===== config.mk =====
export PLATFORM = sky130hd
export DESIGN_NAME = uart_rx_fifo
export DESIGN_NICKNAME = d
export VERILOG_FILES = /design/src/rtl/uart_rx_fifo.sv
export SDC_FILE = /design/constraint.sdc
export NUM_CORES = 1
export LEC_CHECK = 0
export CAP_MARGIN = 20
export CORE_MARGIN = 5
export CORE_UTILIZATION = 30
export DETAILED_ROUTE_END_ITERATION = 16
export PLACE_DENSITY = 0.55
export RECOVER_POWER = 50
export SETUP_SLACK_MARGIN = 0.3
export SYNTH_ARGS = -nofsm -noshare
export SYNTH_HDL_FRONTEND = slang
export SYNTH_SLANG_ARGS = --single-unit

===== constraint.sdc =====
create_clock -name CLK -period 5 [get_ports CLK]
set_input_delay 0.5 -clock CLK [delete_from_list [all_inputs] [get_ports CLK]]
set_output_delay 0.5 -clock CLK [all_outputs]
set_load 0.03 [all_outputs]

===== src/rtl/uart_rx_fifo.sv =====
// -----------------------------------------------------------------------------
// uart_rx_fifo
//
// Serial receive front end: deserialises 8N1 frames from the RX pad, rejects
// start-bit glitches, flags framing errors and buffers received bytes in a
// first-word-fall-through queue that the CPU polls at its own pace.
//
// Build option (macro UART_RX_FIFO_EN):
//   defined   - full FIFO of 2^DEPTH_LOG2 entries.
//   undefined - a single holding register replaces the FIFO; COUNT is 0 or 1
//               and FULL is asserted whenever a byte is held.
//
// Parameters:
//   CLKS_PER_BIT  CLK cycles per serial bit (868 = 100 MHz / 115200 baud)
//   DEPTH_LOG2    log2 of FIFO depth (ignored without UART_RX_FIFO_EN)
//
// Ports:
//   CLK        in   system clock, rising edge
//   RST_N      in   asynchronous active-low reset, clears all state
//   RX         in   serial input, asynchronous to CLK, idle high
//   RD         in   pop strobe, one cycle wide, ignored while EMPTY
//   CLR_ERR    in   clears OVERRUN and FRAME_ERR (a same-cycle set wins)
//   DATA       out  head byte, 0x00 while EMPTY
//   EMPTY      out  no bytes held
//   FULL       out  queue holds its maximum number of bytes
//   COUNT      out  number of bytes held
//   OVERRUN    out  sticky: a byte was dropped because the queue was full
//   FRAME_ERR  out  sticky: a stop bit was sampled low
// -----------------------------------------------------------------------------
module uart_rx_fifo #(
  parameter int CLKS_PER_BIT = 868,
  parameter int DEPTH_LOG2   = 4
) (
  input  logic                  CLK,
  input  logic                  RST_N,
  input  logic                  RX,
  input  logic                  RD,
  input  logic                  CLR_ERR,
  output logic [7:0]            DATA,
  output logic                  EMPTY,
  output logic                  FULL,
  output logic [DEPTH_LOG2:0]   COUNT,
  output logic                  OVERRUN,
  output logic                  FRAME_ERR
);

  localparam int TMR_W = (CLKS_PER_BIT > 2) ? $clog2(CLKS_PER_BIT) : 2;
  localparam logic [TMR_W-1:0] BIT_END  = TMR_W'(CLKS_PER_BIT - 1);
  localparam logic [TMR_W-1:0] HALF_END = TMR_W'(CLKS_PER_BIT / 2 - 1);
  localparam logic [TMR_W-1:0] TMR_ONE  = TMR_W'(1);
  localparam logic [DEPTH_LOG2:0] CNT_ONE = (DEPTH_LOG2+1)'(1);

  typedef enum logic [2:0] {
    S_IDLE,
    S_START,
    S_DATA,
    S_STOP,
    S_WAIT_IDLE
  } state_t;

  // ---------------------------------------------------------------------------
  // RX synchroniser. Resets to the idle level so a reset never looks like a
  // start bit.
  // ---------------------------------------------------------------------------
  logic rx_meta, rx_s;

  // NOTE: sequential state is always updated with non-blocking assignments so
  // every flop samples the pre-edge value of its neighbours.
  always_ff @(posedge CLK or negedge RST_N) begin
    if (!RST_N) begin
      rx_meta <= 1'b1;
      rx_s    <= 1'b1;
    end else begin
      rx_meta <= RX;
      rx_s    <= rx_meta;
    end
  end

  // ---------------------------------------------------------------------------
  // Receive FSM
  // ---------------------------------------------------------------------------
  state_t           state_q, state_d;
  logic [TMR_W-1:0] tmr_q, tmr_d;
  logic [2:0]       idx_q, idx_d;
  logic [7:0]       shreg_q, shreg_d;
  logic             push;      // completed byte, valid stop bit
  logic             fe_set;    // stop bit sampled low

  always_ff @(posedge CLK or negedge RST_N) begin
    if (!RST_N) begin
      state_q <= S_IDLE;
      tmr_q   <= '0;
      idx_q   <= '0;
      shreg_q <= '0;
    end else begin
      state_q <= state_d;
      tmr_q   <= tmr_d;
      idx_q   <= idx_d;
      shreg_q <= shreg_d;
    end
  end

  // NOTE: every output of this block is given a default first, so no path
  // leaves a signal unassigned and no latch is inferred.
  always_comb begin
    state_d = state_q;
    tmr_d   = tmr_q + TMR_ONE;
    idx_d   = idx_q;
    shreg_d = shreg_q;
    push    = 1'b0;
    fe_set  = 1'b0;

    case (state_q)
      S_IDLE: begin
        tmr_d = '0;
        if (!rx_s) state_d = S_START;
      end

      // Re-check the line at the centre of the start bit; a high sample means
      // the falling edge was a glitch and is silently ignored.
      S_START: begin
        if (tmr_q == HALF_END) begin
          tmr_d   = '0;
          idx_d   = '0;
          state_d = rx_s ? S_IDLE : S_DATA;
        end
      end

      // Timer is now aligned to bit centres; shift LSB-first.
      S_DATA: begin
        if (tmr_q == BIT_END) begin
          tmr_d   = '0;
          shreg_d = {rx_s, shreg_q[7:1]};
          idx_d   = idx_q + 3'd1;
          if (idx_q == 3'd7) state_d = S_STOP;
        end
      end

      S_STOP: begin
        if (tmr_q == BIT_END) begin
          tmr_d = '0;
          if (rx_s) begin
            push    = 1'b1;
            state_d = S_IDLE;
          end else begin
            fe_set  = 1'b1;
            state_d = S_WAIT_IDLE;
          end
        end
      end

      // A held-low line (break) yields exactly one error: wait for idle
      // before hunting for another start bit.
      S_WAIT_IDLE: begin
        tmr_d = '0;
        if (rx_s) state_d = S_IDLE;
      end

      default: begin
        tmr_d   = '0;
        state_d = S_IDLE;
      end
    endcase
  end

  // ---------------------------------------------------------------------------
  // Receive buffer
  // ---------------------------------------------------------------------------
  logic                pop;       // RD accepted (buffer non-empty)
  logic                wr_en;     // byte accepted into the buffer
  logic                ovr_set;   // byte dropped, buffer full
  logic [DEPTH_LOG2:0] count_q;

`ifdef UART_RX_FIFO_EN
  localparam int DEPTH = 1 << DEPTH_LOG2;
  localparam logic [DEPTH_LOG2:0] CNT_FULL = (DEPTH_LOG2+1)'(DEPTH);

  logic [7:0]            mem [DEPTH];
  logic [DEPTH_LOG2-1:0] wr_ptr, rd_ptr;

  // A pop in the same cycle frees a slot, so a push into a full FIFO is
  // still accepted when RD is present.
  assign pop     = RD && (count_q != '0);
  assign wr_en   = push && ((count_q != CNT_FULL) || pop);
  assign ovr_set = push && !wr_en;

  // NOTE: the storage array has no reset; its contents are unobservable until
  // written because DATA is forced to zero while the FIFO is empty.
  always_ff @(posedge CLK) begin
    if (wr_en) mem[wr_ptr] <= shreg_q;
  end

  always_ff @(posedge CLK or negedge RST_N) begin
    if (!RST_N) begin
      wr_ptr  <= '0;
      rd_ptr  <= '0;
      count_q <= '0;
    end else begin
      if (wr_en) wr_ptr <= wr_ptr + 1'b1;
      if (pop)   rd_ptr <= rd_ptr + 1'b1;
      if (wr_en && !pop)      count_q <= count_q + CNT_ONE;
      else if (pop && !wr_en) count_q <= count_q - CNT_ONE;
    end
  end

  assign DATA = (count_q == '0) ? 8'h00 : mem[rd_ptr];
`else
  localparam logic [DEPTH_LOG2:0] CNT_FULL = CNT_ONE;

  logic [7:0] hold_q;
  logic       valid_q;

  assign pop     = RD && valid_q;
  assign wr_en   = push && (!valid_q || pop);
  assign ovr_set = push && !wr_en;

  always_ff @(posedge CLK or negedge RST_N) begin
    if (!RST_N) begin
      hold_q  <= '0;
      valid_q <= 1'b0;
    end else begin
      if (wr_en) begin
        hold_q  <= shreg_q;
        valid_q <= 1'b1;
      end else if (pop) begin
        valid_q <= 1'b0;
      end
    end
  end

  assign count_q = {{DEPTH_LOG2{1'b0}}, valid_q};
  assign DATA    = valid_q ? hold_q : 8'h00;
`endif

  assign COUNT = count_q;
  assign EMPTY = (count_q == '0);
  assign FULL  = (count_q == CNT_FULL);

  // ---------------------------------------------------------------------------
  // Sticky error flags; a new event in the CLR_ERR cycle keeps the flag set.
  // ---------------------------------------------------------------------------
  always_ff @(posedge CLK or negedge RST_N) begin
    if (!RST_N) begin
      OVERRUN   <= 1'b0;
      FRAME_ERR <= 1'b0;
    end else begin
      OVERRUN   <= ovr_set | (OVERRUN   & ~CLR_ERR);
      FRAME_ERR <= fe_set  | (FRAME_ERR & ~CLR_ERR);
    end
  end

endmodule

==> impl.org, run 1 <==
** Logic synthesis
- Flip-flop cell with the highest count after synthesis :: dfrtp_1
- After synthesis, the share of flip-flops with an asynchronous set or reset is between 90% and 100%.
- During synthesis, Yosys emitted a total of 0 warnings.
- The netlist uses 42 different library cells.
- Proportion of netlist area held by the largest area contributor :: about 50%
- Dividing the synthesized area by the synthesized cell count gives 11.8 um2.
- Number of synthesized flops with an enable pin :: 0
- In the synthesized netlist, the number of instances is approximately 150.
- After synthesis, the cell types taking the most area are dfrtp_1 (50%), mux2_2 (10%), dfstp_2 (3.0%).
- The biggest area contributor in the post-synthesis netlist is dfrtp_1.
- Synthesized cell area :: around 1700 um2
- Number of storage elements in the synthesis netlist :: 37
- Part of the Yosys area used for sequential elements :: between 50% and 60%

** STA
- Final setup violating endpoints :: 0
- Setup repair after global routing left no endpoint under its margin.
- The final number of hold-violating endpoints was 0.
- Based on the critical path, the design can be clocked at up to ~410 MHz.
- The max-slew violation total from the final report came to 38.
- Worst Max-Slew Pin Slew :: 1.95 ns
- Worst Clk Skew :: 0.00589 ns
- The routed design could run at a clock period as short as ~2.4 ns.
- Setup_tns :: 0 ns
- Final worst path period share :: 48.5%
- Worst slew margin relative to its limit :: -30.0%

** Run
- Max-Cap Viols :: 1

** Place
- During placement, the flow inserted port buffers numbering 17.
- Detailed placer's ending HPWL :: between 2 and 2.5 mm
- Routability congestion estimate from global placement :: about 0.84
- Instance area after placement :: 1960 um2

** Finish
- Commonest non-fill, non-tap cell in the layout :: dfrtp_1
- The multi-input combinational cells in the finished layout cover a total of approximately 740 um2.
- The top cell types in the final layout, fill and taps aside, are dfrtp_1 (35), mux2_2 (16), clkdlybuf4s50_1 (15).
- The net count of the finished layout is between 150 and 200.
- Counting the fill cells in the layout gives approximately 560.
- The repair_antennas step left the layout with diodes totalling 0.
- The sequential cells in the finished layout cover a total of just over 900 um2.
- Final instance area :: 2040 um2
- Relative to the synthesized area, the layout overhead comes to 16.4%.
- The post-route netlist has 19.5% of its cells at a drive strength greater than 1.

** Route
- After detailed routing, the number of remaining DRC violations is 0.
- After detailed routing, the number of vias per cell comes to 4.72.
- Drt initial violations :: 20
- The detailed router placed approximately 1100 vias in this run.
- The count of nets left with antenna violations once routing finished came out at 0.
- For this run, the detailed router's first-pass iteration total came to 4.
- After detailed routing, the total wire length is between 3 and 4 mm.
- Average wire per standard cell :: approximately 13 um

** Power
- P_int :: 0.401 mW
- Power spent charging and discharging nets :: approximately 0.11 mW
- In this run switching power makes up between 20% and 30% of total power.
- Clock power share :: a little under two fifths
- Worst vdd rail ir drop :: approximately 0.12 mV
- Total power density per cell area :: ~250 nW/um2
- Summed over all cells, the static leakage comes to ~0.93 nW.
- Reg power frac :: between 50% and 60%
- After layout, the design draws a total of 0.509 mW.
- Of the total power, combinational logic draws ~2.6%.

** Setup path
- STA classifies the critical path endpoint as an asynchronous set/reset pin.
- Worst path required time :: 5.01 ns
- CP delay by family, top :: buffers and inverters
- Startpoint type of the worst setup path :: input pin
- The critical path is of the in -> async type.
- Arrival time reported for the critical path endpoint :: 2.43 ns
- For this design, the slowest cell found on the critical path is clkbuf_1.
- The number of buffers and inverters on the critical path is 2.
- Maximum fanout along the worst path :: 37
- Critical path cell sequence :: dlygate4sd3_1, clkbuf_1
- On the worst path, the slowest cell contributes a delay of 1.39 ns.

** CTS
- TritonCTS clock tree :: yes
- Post-CTS setup-driven buffer insertion count :: 0
- At the later pin of the worst-skew pair, clock insertion delay measures between 0.2 and 0.3 ns.
- TritonCTS buffer count :: 5
- Clock buffer depth :: 2
- Clock-pin slew was measured on the worst setup and hold paths at 0.06 ns.
- CTS root buf :: clkbuf_8
- After clock tree synthesis, the flow added hold-fix buffers numbering 0.
- CTS built an H-tree with a depth of 2.
- After clock tree synthesis, the repair step resized 0 gates.
- For this design, the sink count on the clock tree is 37.

** Floorplanning
- 22 I/O pins were placed.
- The floorplan step defined a die boundary enclosing 7460 um2.
- Count of standard-cell rows :: 27
- The total area inside the core boundary comes to roughly 5600 um2.
- Vertical die dimension :: about 86 um
- For this configuration, the core starts out at a cell density of between 30% and 40%.
- Horiz. Die Dim :: around 86 um

** Global routing
- Pin count of the biggest net entering global routing :: 38
- The number of antenna violations at the first check in global routing was 0.
- Overall routing resource usage :: under 10%
- For this run the aggregate overflow at the end of global routing stands at 0.
- The first global-routing pass estimated about 5.4 mm of wire.
- Via count of the first global-routing pass :: 1129

** Run status
- The run finished, with violations left.
- The final reports fail on capacitance limit, slew limit.

** Worst hold path
- HP Class :: reg -> reg
synthesized netlist by cell type (4+ instances only):
| cell | count |
|---|---|
| nand2_1 | 8 |
| nand3_1 | 4 |
| dfrtp_1 | 35 |
| mux2_2 | 16 |
| buf_4 | 5 |
| inv_1 | 5 |
| ha_1 | 4 |
| xor2_1 | 5 |
| nor2_1 | 13 |
| and2_1 | 8 |
metal layers:
layer / routed length (um) / global-route usage, % / share of wire [%] / vias up
li1: - / - / - / 544
met1: 1350 / 10.8 / 42 / 556
met2: 1590 / 15.6 / 50 / 30
met3: 197 / 2.66 / 6.1 / 7
met4: 61 / 4.25 / 1.9 / 0
met5: 0 / 0 / 0 / -
area by class of cell:
class | count | area share [%]
Clock inverter | 1 | 0.246
Inverter | 5 | 0.922
Tap cell | 72 | 4.43
Clock buffer | 7 | 3.75
Multi-Input combinational cell | 101 | 36.5
Timing Repair Buffer | 18 | 8.54
Sequential cell | 37 | 45.6
cells by family (layout without fill, tap and decap cells):
| group | Yosys count | count (layout) | share of synthesized area, % |
|---|---|---|---|
| buffers and inverters | 13 | 31 | 5.08 |
| and+or+nand+nor | 55 | 55 | 17.7 |
| muxes | 17 | 17 | 11.2 |
| xor gates and xnor gates | 8 | 8 | 4.01 |
| DFF | 37 | 37 | 53.1 |
| AOI/OAI and AO/OA | 13 | 13 | 5.94 |
| adders and majority gates | 4 | 4 | 2.86 |
| other | 1 | 4 | 0.214 |
sequential cells by signal (all words and copies together) (netlist names):
signal     cells
FRAME_ERR      1
OVERRUN        1
hold_q         8
idx_q          3
rx_meta        1
rx_s           1
shreg_q        8
state_q        3
tmr_q         10
valid_q        1
final timing paths:
path                                          start  depth (start not counted)  slack (ns)                     end
worst max register to register   tmr_q[0]$_DFF_PN0_                          5        3.00  shreg_q[6]$_DFFE_PN0P_
min in group asynchronous                     RST_N                          2        1.30   hold_q[0]$_DFFE_PN0P_
max in group CLK                valid_q$_DFFE_PN0P_                          2        2.84                 DATA[6]
worst max-delay path                          RST_N                          2        2.58      tmr_q[1]$_DFF_PN0_
worst min-delay path              rx_meta$_DFF_PN1_                          0        0.36          rx_s$_DFF_PN1_
worst min register to register    rx_meta$_DFF_PN1_                          0        0.36          rx_s$_DFF_PN1_
through the flow:
stage               worst slack, ns  hold WS, ns  util [%]  std cells
floorplan                      3.17        0.204         -        151
global placement               3.05        0.351      35.1        233
detailed placement             2.99        0.351      35.1        233
CTS                            2.80        0.361      36.6        241
global route                   2.11        0.363      36.5        241
finish                         2.58        0.358      36.5        241
power groups by stage:
stage                     Sequential [mW]  Clock (mW)  Combinational, mW
after floorplan                     0.307           0            0.00698
after global placement              0.307           0             0.0140
after detailed placement            0.307           0             0.0143
after CTS                           0.302       0.202             0.0143
after global routing                0.302       0.214             0.0151
final                               0.302       0.194             0.0133
Note: power is estimated with default switching activity, not from simulation.
==> run 2: changes to the inputs <==
- clock period: 5 -> 2.4 ns (I/O delays scaled with it)
==> impl.org, run 2 (synthesis results as in run 1) <==
** Finish
- Ant diodes :: 0 (unchanged)
- Largest register FFs :: 10 (unchanged)
- The register with the most flip-flops in the final layout is tmr_q.
- The ratio of cells with drive above 1 in the final layout came to 19.5% (unchanged).
- Final instance area :: 2040 um2 (about the same)
- The relative area change from synthesis to final layout was 16.5% (about the same).
- The library cell used most frequently in the layout, excluding fill and tap cells, is dfrtp_1.
- Largest registers :: tmr_q: 10 flops, hold_q: 8 flops, shreg_q: 8 flops
- The final core utilization was 36.5% (about the same).
- Leaving out fill and tap cells, the most frequent cells in the layout are dfrtp_1 (35), mux2_2 (16), nor2_1 (13), clkdlybuf4s50_1 (13), and2_1 (9).
- The final standard cell count with taps included and fillers excluded was 241 (unchanged).
- The post-layout net count is 177 (unchanged).

** CTS
- The clock insertion delay at the later pin of the skew report was 0.28 ns (about the same).
- The post-cts gate resize count is 0 (unchanged).
- The clock transition at the registers of the reported paths is 0.08 ns (+0.02 ns).
- The TritonCTS buffer count came to 5 (unchanged).
- Clock Sink Count :: 37 (unchanged)
- The maximum level of the CTS H-tree came to 2 (unchanged).
- TritonCTS clock tree :: yes
- Post-CTS setup-driven buffer insertion count :: 0 (unchanged)
- The buffer depth of the longest clock path came to 2 (unchanged).
- The number of hold-repair buffers added at the cts stage came to 0 (unchanged).
- CTS root buf :: clkbuf_8

** Worst hold path
- HP Class :: reg -> reg

** Power
- The power density of the placed cells came to 523 nW/um2 (+110%).
- The reported leakage power came to 0.942 nW (+1.5%).
- Post-route total power :: 1.07 mW (+110%)
- The maximum vdd drop came to 0.299 mV (+140%).

** Setup path
- The kind of cell with the highest combined delay along the critical path is simple AND/OR/NAND/NOR gates.
- Critical path cell sequence :: ha_1, and4bb_1, and3_1, and2_1, mux2_2
- The required time of the worst setup path was 2.58 ns (-2.43 ns).
- The most critical setup path has its endpoint at shreg_q[2]$_DFFE_PN0P_.
- Startpoint type of the worst setup path :: flop
- Reg-to-Reg Start :: tmr_q[0]$_DFF_PN0_
- STA classifies the critical path endpoint as a flop.
- Capture point of the worst reg-to-reg path :: shreg_q[2]$_DFFE_PN0P_
- The total buffers and inverters traversed by the critical path came to 0 (-2).
- The depth of the worst register-to-register path is 5 (unchanged).
- CP max-delay cell :: dfrtp_1
- The largest fanout on the critical path was 7 (-81%).
- Critical path depth in cells :: 5 (+3)
- Type of the setup path with the least slack :: reg -> reg
- The slack of the worst reg-to-reg path was 0.42 ns (-2.58 ns).
- The signal arrival time at the worst endpoint came to 2.15 ns (-0.28 ns).
- The largest stage delay on the critical path was 0.41 ns (-0.98 ns).
- In this run the worst setup path begins at tmr_q[0]$_DFF_PN0_.

** Place
- The final RePlAce weighted congestion came to 0.846 (+0.47%).
- Buffers added on ports :: 17 (unchanged)
- Number of instances in the placed design :: 233 (unchanged)
- The estimated wirelength of the detail-placed design was 2.31 mm (-0.66%).
- The standard cell area after detailed placement came to 1960 um2 (unchanged).

** Floorplanning
- Area of the die :: 7460 um2 (unchanged)
- Total core area :: 5570 um2 (unchanged)
- The effective utilization at floorplan is 31.4% (unchanged).
- Horiz. Die Dim :: 86.4 um (unchanged)
- Boundary pin count :: 22 (unchanged)
- The number of rows created at floorplan was 27 (unchanged).
- The y dimension of the die came to 86.4 um (unchanged).

** Route
- DRT Pass-1 Iters :: 4 (unchanged)
- Residual antenna-violating net count after detailed routing :: 0 (unchanged)
- Per-cell via count in the routed design :: 4.64 (-1.6%)
- Via total after detailed routing :: 1119 (-1.6%)
- The total routed wirelength came to 3.16 mm (-1.5%).
- The post-route DRC violation count is 0 (unchanged).
- Drt initial violations :: 60 (+200%)
- The detail-routed net length per standard cell is 13.1 um (-1.5%).

** STA
- The worst-case headroom to the max-slew limit is 40.7% (+71 points).
- The max-slew violation total from the final report was 0 (-100%).
- The accumulated negative setup slack is 0 ns (unchanged).
- The final number of hold-violating endpoints was 0 (unchanged).
- Unrepaired setup endpoints after global routing :: no
- Final worst path period share :: between 80% and 90%
- The transition time at the pin with the least slew margin was 0.890 ns (-1.06 ns).
- Final setup violating endpoints :: 0 (unchanged)
- Clock period minus worst slack :: 1.98 ns
- The final setup skew is 0.0108 ns (+0.00488 ns).
- Maximum clock rate :: approximately 510 MHz

** Run
- Max-Cap Viols :: 0 (-1)

** Global routing
- Via count of the first global-routing pass :: 1117 (-1.1%)
- The total grt overflow is 0 (unchanged).
- The wire length of the first global-routing pass came to 5.35 mm (-0.26%).
- Overall routing resource usage :: 9.12% (-0.14 points)
- The maximum number of pins on one net before global-route repair came to 38 (unchanged).
- Initial antenna violation count :: 0 (unchanged)

** Run status
- Run status :: completed
==> run 2: cell types whose count changed in the layout (fill, tap and decap cells not counted) <==
| cell | delta |
|---|---|
| clkdlybuf4s50_1 | -2 |
| clkbuf_2 | +1 |
| clkbuf_1 | -1 |
| and4bb_2 | -1 |
| and4bb_1 | +1 |
| and2_1 | +1 |
| and2_0 | -1 |
| dlygate4sd3_1 | +2 |
==> run 2: how the worst min path moves through the flow <==
stage / from / end / slack [ns] / cells past startpoint
after global routing: rx_meta$_DFF_PN1_ / rx_s$_DFF_PN1_ / 0.37 / 0
final: rx_meta$_DFF_PN1_ / rx_s$_DFF_PN1_ / 0.36 / 0
after floorplan: RST_N / FRAME_ERR$_DFF_PN0_ / -0.06 / 0
after CTS: RX / rx_meta$_DFF_PN1_ / 0.35 / 1
after global placement: rx_meta$_DFF_PN1_ / rx_s$_DFF_PN1_ / 0.35 / 0
after detailed placement: rx_meta$_DFF_PN1_ / rx_s$_DFF_PN1_ / 0.35 / 0
==> run 2: report_power, final <==
part	internal (mW)	leakage, nW	switching (mW)
Sequential	0.626	0.495	0.00202
Clock	0.204	0.0422	0.206
Combinational	0.00631	0.405	0.0212
Total	0.836	0.942	0.229
==> run 2: worst reg2reg max path: cells and delay by family, from the launching register on <==
kind	cells	cell delay, ns
fa+ha+maj	1	0.22
simple gates	3	0.88
flops	1	0.41
mux	1	0.36
==> run 2: through the flow <==
step / hold slack [ns] / setup slack (ns)
2_1_floorplan: -0.0556 / 0.568
3_3_place_gp: 0.351 / 0.460
3_5_place_dp: 0.352 / 0.381
4_1_cts: 0.353 / 0.369
5_1_grt: 0.367 / 0.297
6_report: 0.360 / 0.421
==> run 2: cell type report <==
cell class / instances / area [um2]
multi-input combinational: 101 / 743
inverter: 5 / 18.8
clock buffer: 7 / 76.3
fill: 569 / 3540
clock inverter: 1 / 5.00
tap: 72 / 90.1
timing repair buffer: 18 / 175
sequential: 37 / 928
==> run 2: metal layers <==
metal	routed length [um]	track usage [%]	up-vias	share of wire [%]
met3	162	2.85	6	5.1
li1	-	-	543	-
met2	1550	15.0	24	49
met1	1410	11.2	546	45
met4	40	3.40	0	1.3
met5	0	0	-	0
==> run 3: changes to the inputs <==
- PLACE_DENSITY: 0.55 -> 0.57
- clock period: 2.4 -> 1.61 ns (I/O delays scaled with it)
==> impl.org, run 3 (synthesis results as in run 1) <==
** Setup path
- Worst path required time :: 1.79 ns (-0.79 ns)
- The largest fanout on the critical path was 3 (-4).
- Type of the setup path with the least slack :: reg -> reg
- The signal arrival time at the worst endpoint was 1.96 ns (-0.19 ns).
- Startpoint type of the worst setup path :: flop
- Critical path startpoint :: tmr_q[2]$_DFF_PN0_
- CP endpoint kind :: flop
- Reg-to-Reg Start :: tmr_q[2]$_DFF_PN0_

** CTS
- Clock buffer depth :: 2 (unchanged)
- Clock Pin Slew Worst Setup and Hold Paths :: 0.08 ns (about the same)
- The maximum level of the CTS H-tree came to 2 (unchanged).
- CTS root buf :: clkbuf_8
- The TritonCTS buffer count is 5 (unchanged).
- The total number of clock tree sinks was 37 (unchanged).
- TritonCTS clock tree :: yes
- Later-pin clock latency in the skew report :: 0.29 ns (about the same)

** Run status
- The final reports fail on setup timing.
- Run status :: finished, violations left

** Global routing
- The wire length of the first global-routing pass came to 6.76 mm (+26%).
- The global-route total usage across every layer was 11.4% (+2.3 points).
- Via count of the first global-routing pass :: 1439 (+29%)
- Pin count of the biggest net entering global routing :: 38 (unchanged)
- Grt ovf :: 0 (unchanged)
- Initial antenna violation count :: 0 (unchanged)

** Floorplanning
- The effective utilization at floorplan is 31.4% (unchanged).
- The number of I/O pins came to 22 (unchanged).
- The core region area came to 5570 um2 (unchanged).
- Count of standard-cell rows :: 27 (unchanged)
- The y dimension of the die came to 86.4 um (unchanged).
- Area of the die :: 7460 um2 (unchanged)
- Horiz. Die Dim :: 86.4 um (unchanged)

** Route
- DRC Markers :: 0 (unchanged)
- Drt initial violations :: 51 (-15%)
- Per-cell via count in the routed design :: 4.67 (+0.56%)
- Average wire per standard cell :: 13.6 um (+3.4%)
- Via total after detailed routing :: 1298 (+16%)
- The total routed wirelength is 3.77 mm (+19%).
- The number of iterations in the first detailed-routing pass is 4 (unchanged).
- The antenna violation net count after detailed routing is 0 (unchanged).

** Power
- The design internal power came to 1.29 mW (+54%).
- The overall power was 1.66 mW (+56%).
- The share of total power in the clock network was 41.0% (+2.6 points).
- The switching share of total power was 22.3% (+0.82 points).
- Combinational group share of total power :: 2.8% (+0.2 points)
- The power density of the placed cells was 647 nW/um2 (+24%).
- Lkg Pwr :: 1.27 nW (+35%)
- Reg power frac :: 56.2% (-2.8 points)
- The total net switching power came to 0.371 mW (+62%).
- Worst vdd rail ir drop :: 0.449 mV (+50%)

** STA
- The final-report setup violation count is 30 (+30).
- Worst slew margin relative to its limit :: 39.2% (-1.4 points)
- Hold violation count in the final report :: 0 (unchanged)
- Clock period minus worst slack :: 1.78 ns (-0.196 ns)
- Unrepaired setup endpoints after global routing :: yes
- Setup_tns :: -2.75 ns (-2.75 ns)
- Worst Max-Slew Pin Slew :: 0.911 ns (+0.0211 ns)
- The share of the cycle needed by the critical path after routing came to 111% (+28 points).
- Min setup slack post-route :: -0.173 ns (-0.594 ns)
- Maximum clock rate :: 561 MHz (+11%)
- Final Slew Violations :: 0 (unchanged)
- Worst Clk Skew :: 0.00533 ns (-0.00545 ns)

** Place
- Detailed placer's ending HPWL :: 2.51 mm (+8.6%)
- Buffers added on ports :: 17 (unchanged)
- Routability congestion estimate from global placement :: 0.789 (-6.8%)
- Instance area after placement :: 2190 um2 (+12%)

** Finish
- The largest registers in the layout are tmr_q: 10 flops, hold_q: 8 flops, shreg_q: 8 flops.
- The final antenna diode count came to 0 (unchanged).
- From synthesis to final layout, the design area changed by 46.9%.
- Leaving out fill and tap cells, the most frequent cell in the layout is dfrtp_1.
- Top register by number of flip-flops :: tmr_q
- Nets :: 214 (+21%)
- Final instance area :: 2570 um2 (+26%)
- The number of flip-flops under the largest register name came to 10 (unchanged).
- Layout cell share with drive strength beyond 1 :: 51.5% (+32 points)
- Util after Layout :: 46.1% (+9.6 points)
- Leading cell types in the layout, fill and taps excluded :: dfrtp_1 (34), buf_4 (27), buf_6 (19)

** Run
- Max-Cap Viols :: 0 (unchanged)

** Worst hold path
- In this run the most critical hold path is launched from rx_meta$_DFF_PN1_.
- HP Class :: reg -> reg
## run 3: changes by cell type in the layout (fill, tap and decap cells not counted), moves of 3 or more
| cell | before | now |
|---|---|---|
| and2_4 | 0 | 8 |
| clkdlybuf4s50_1 | 13 | 2 |
| buf_4 | 0 | 27 |
| mux2_4 | 1 | 15 |
| mux2_2 | 16 | 2 |
| nand2_1 | 8 | 5 |
| and2_1 | 9 | 1 |
| buf_6 | 0 | 19 |
## run 3: power groups by stage
stage / sequential (mW) / clock [mW] / combinational [mW]
2_1_floorplan: 0.953 / 0 / 0.0217
3_3_place_gp: 0.953 / 0 / 0.0524
3_5_place_dp: 0.953 / 0 / 0.0531
4_1_cts: 0.935 / 0.704 / 0.0537
5_1_grt: 0.935 / 0.736 / 0.0536
6_report: 0.935 / 0.681 / 0.0464
## run 3: through the flow
| stage | hold slack (ns) | instances | setup slack [ns] |
|---|---|---|---|
| 3_3_place_gp | 0.352 | 254 | -0.100 |
| 4_1_cts | 0.258 | 270 | -0.139 |
| 3_5_place_dp | 0.357 | 254 | -0.172 |
| 5_1_grt | 0.372 | 278 | -0.241 |
| 6_report | 0.367 | 278 | -0.173 |
| 2_1_floorplan | -0.135 | 151 | -0.130 |
## run 3: what timing repair did
| action | in CTS | in global routing |
|---|---|---|
| cloned | 1 | 0 |
| resized for setup | 91 | 35 |
| setup endpoints to repair | 48 | 38 |
| pin swaps | 9 | 5 |
| hold buffers | 0 | 0 |
| buffers inserted | 7 | 8 |
## run 3: metal layers
layer  GRT usage [%]  share of wire, %
met1            13.1                42
met5               0                 0
met2            20.0                51
met4            4.53               1.9
met3            3.14               4.5
## run 3: area by class of cell
class | instances | area (um2)
Clock buffer | 6 | 82.6
Clock inverter | 2 | 13.8
Fill cell | 511 | 3000
Inverter | 5 | 18.8
Multi-Input combinational cell | 101 | 931
Sequential cell | 37 | 930
Tap cell | 72 | 90.1
Timing Repair Buffer | 55 | 504
## run 3: critical path: stages (launching register included)
cell and delay (ns):
dfrtp_1 0.40, or3b_4 0.38, o41a_1 0.39, or2_4 0.25, mux2_4 0.26
## run 3: worst paths after layout
kind                                          end  slack (ns)  cells after the start
setup / recovery             idx_q[0]$_DFFE_PN0P_       -0.17                      4
hold / removal                     rx_s$_DFF_PN1_        0.37                      0
setup reg to reg             idx_q[0]$_DFFE_PN0P_       -0.17                      4
hold reg to reg                    rx_s$_DFF_PN1_        0.37                      0
max in group asynchronous     valid_q$_DFFE_PN0P_        0.45                      2
min in group asynchronous  shreg_q[0]$_DFFE_PN0P_        0.55                      2
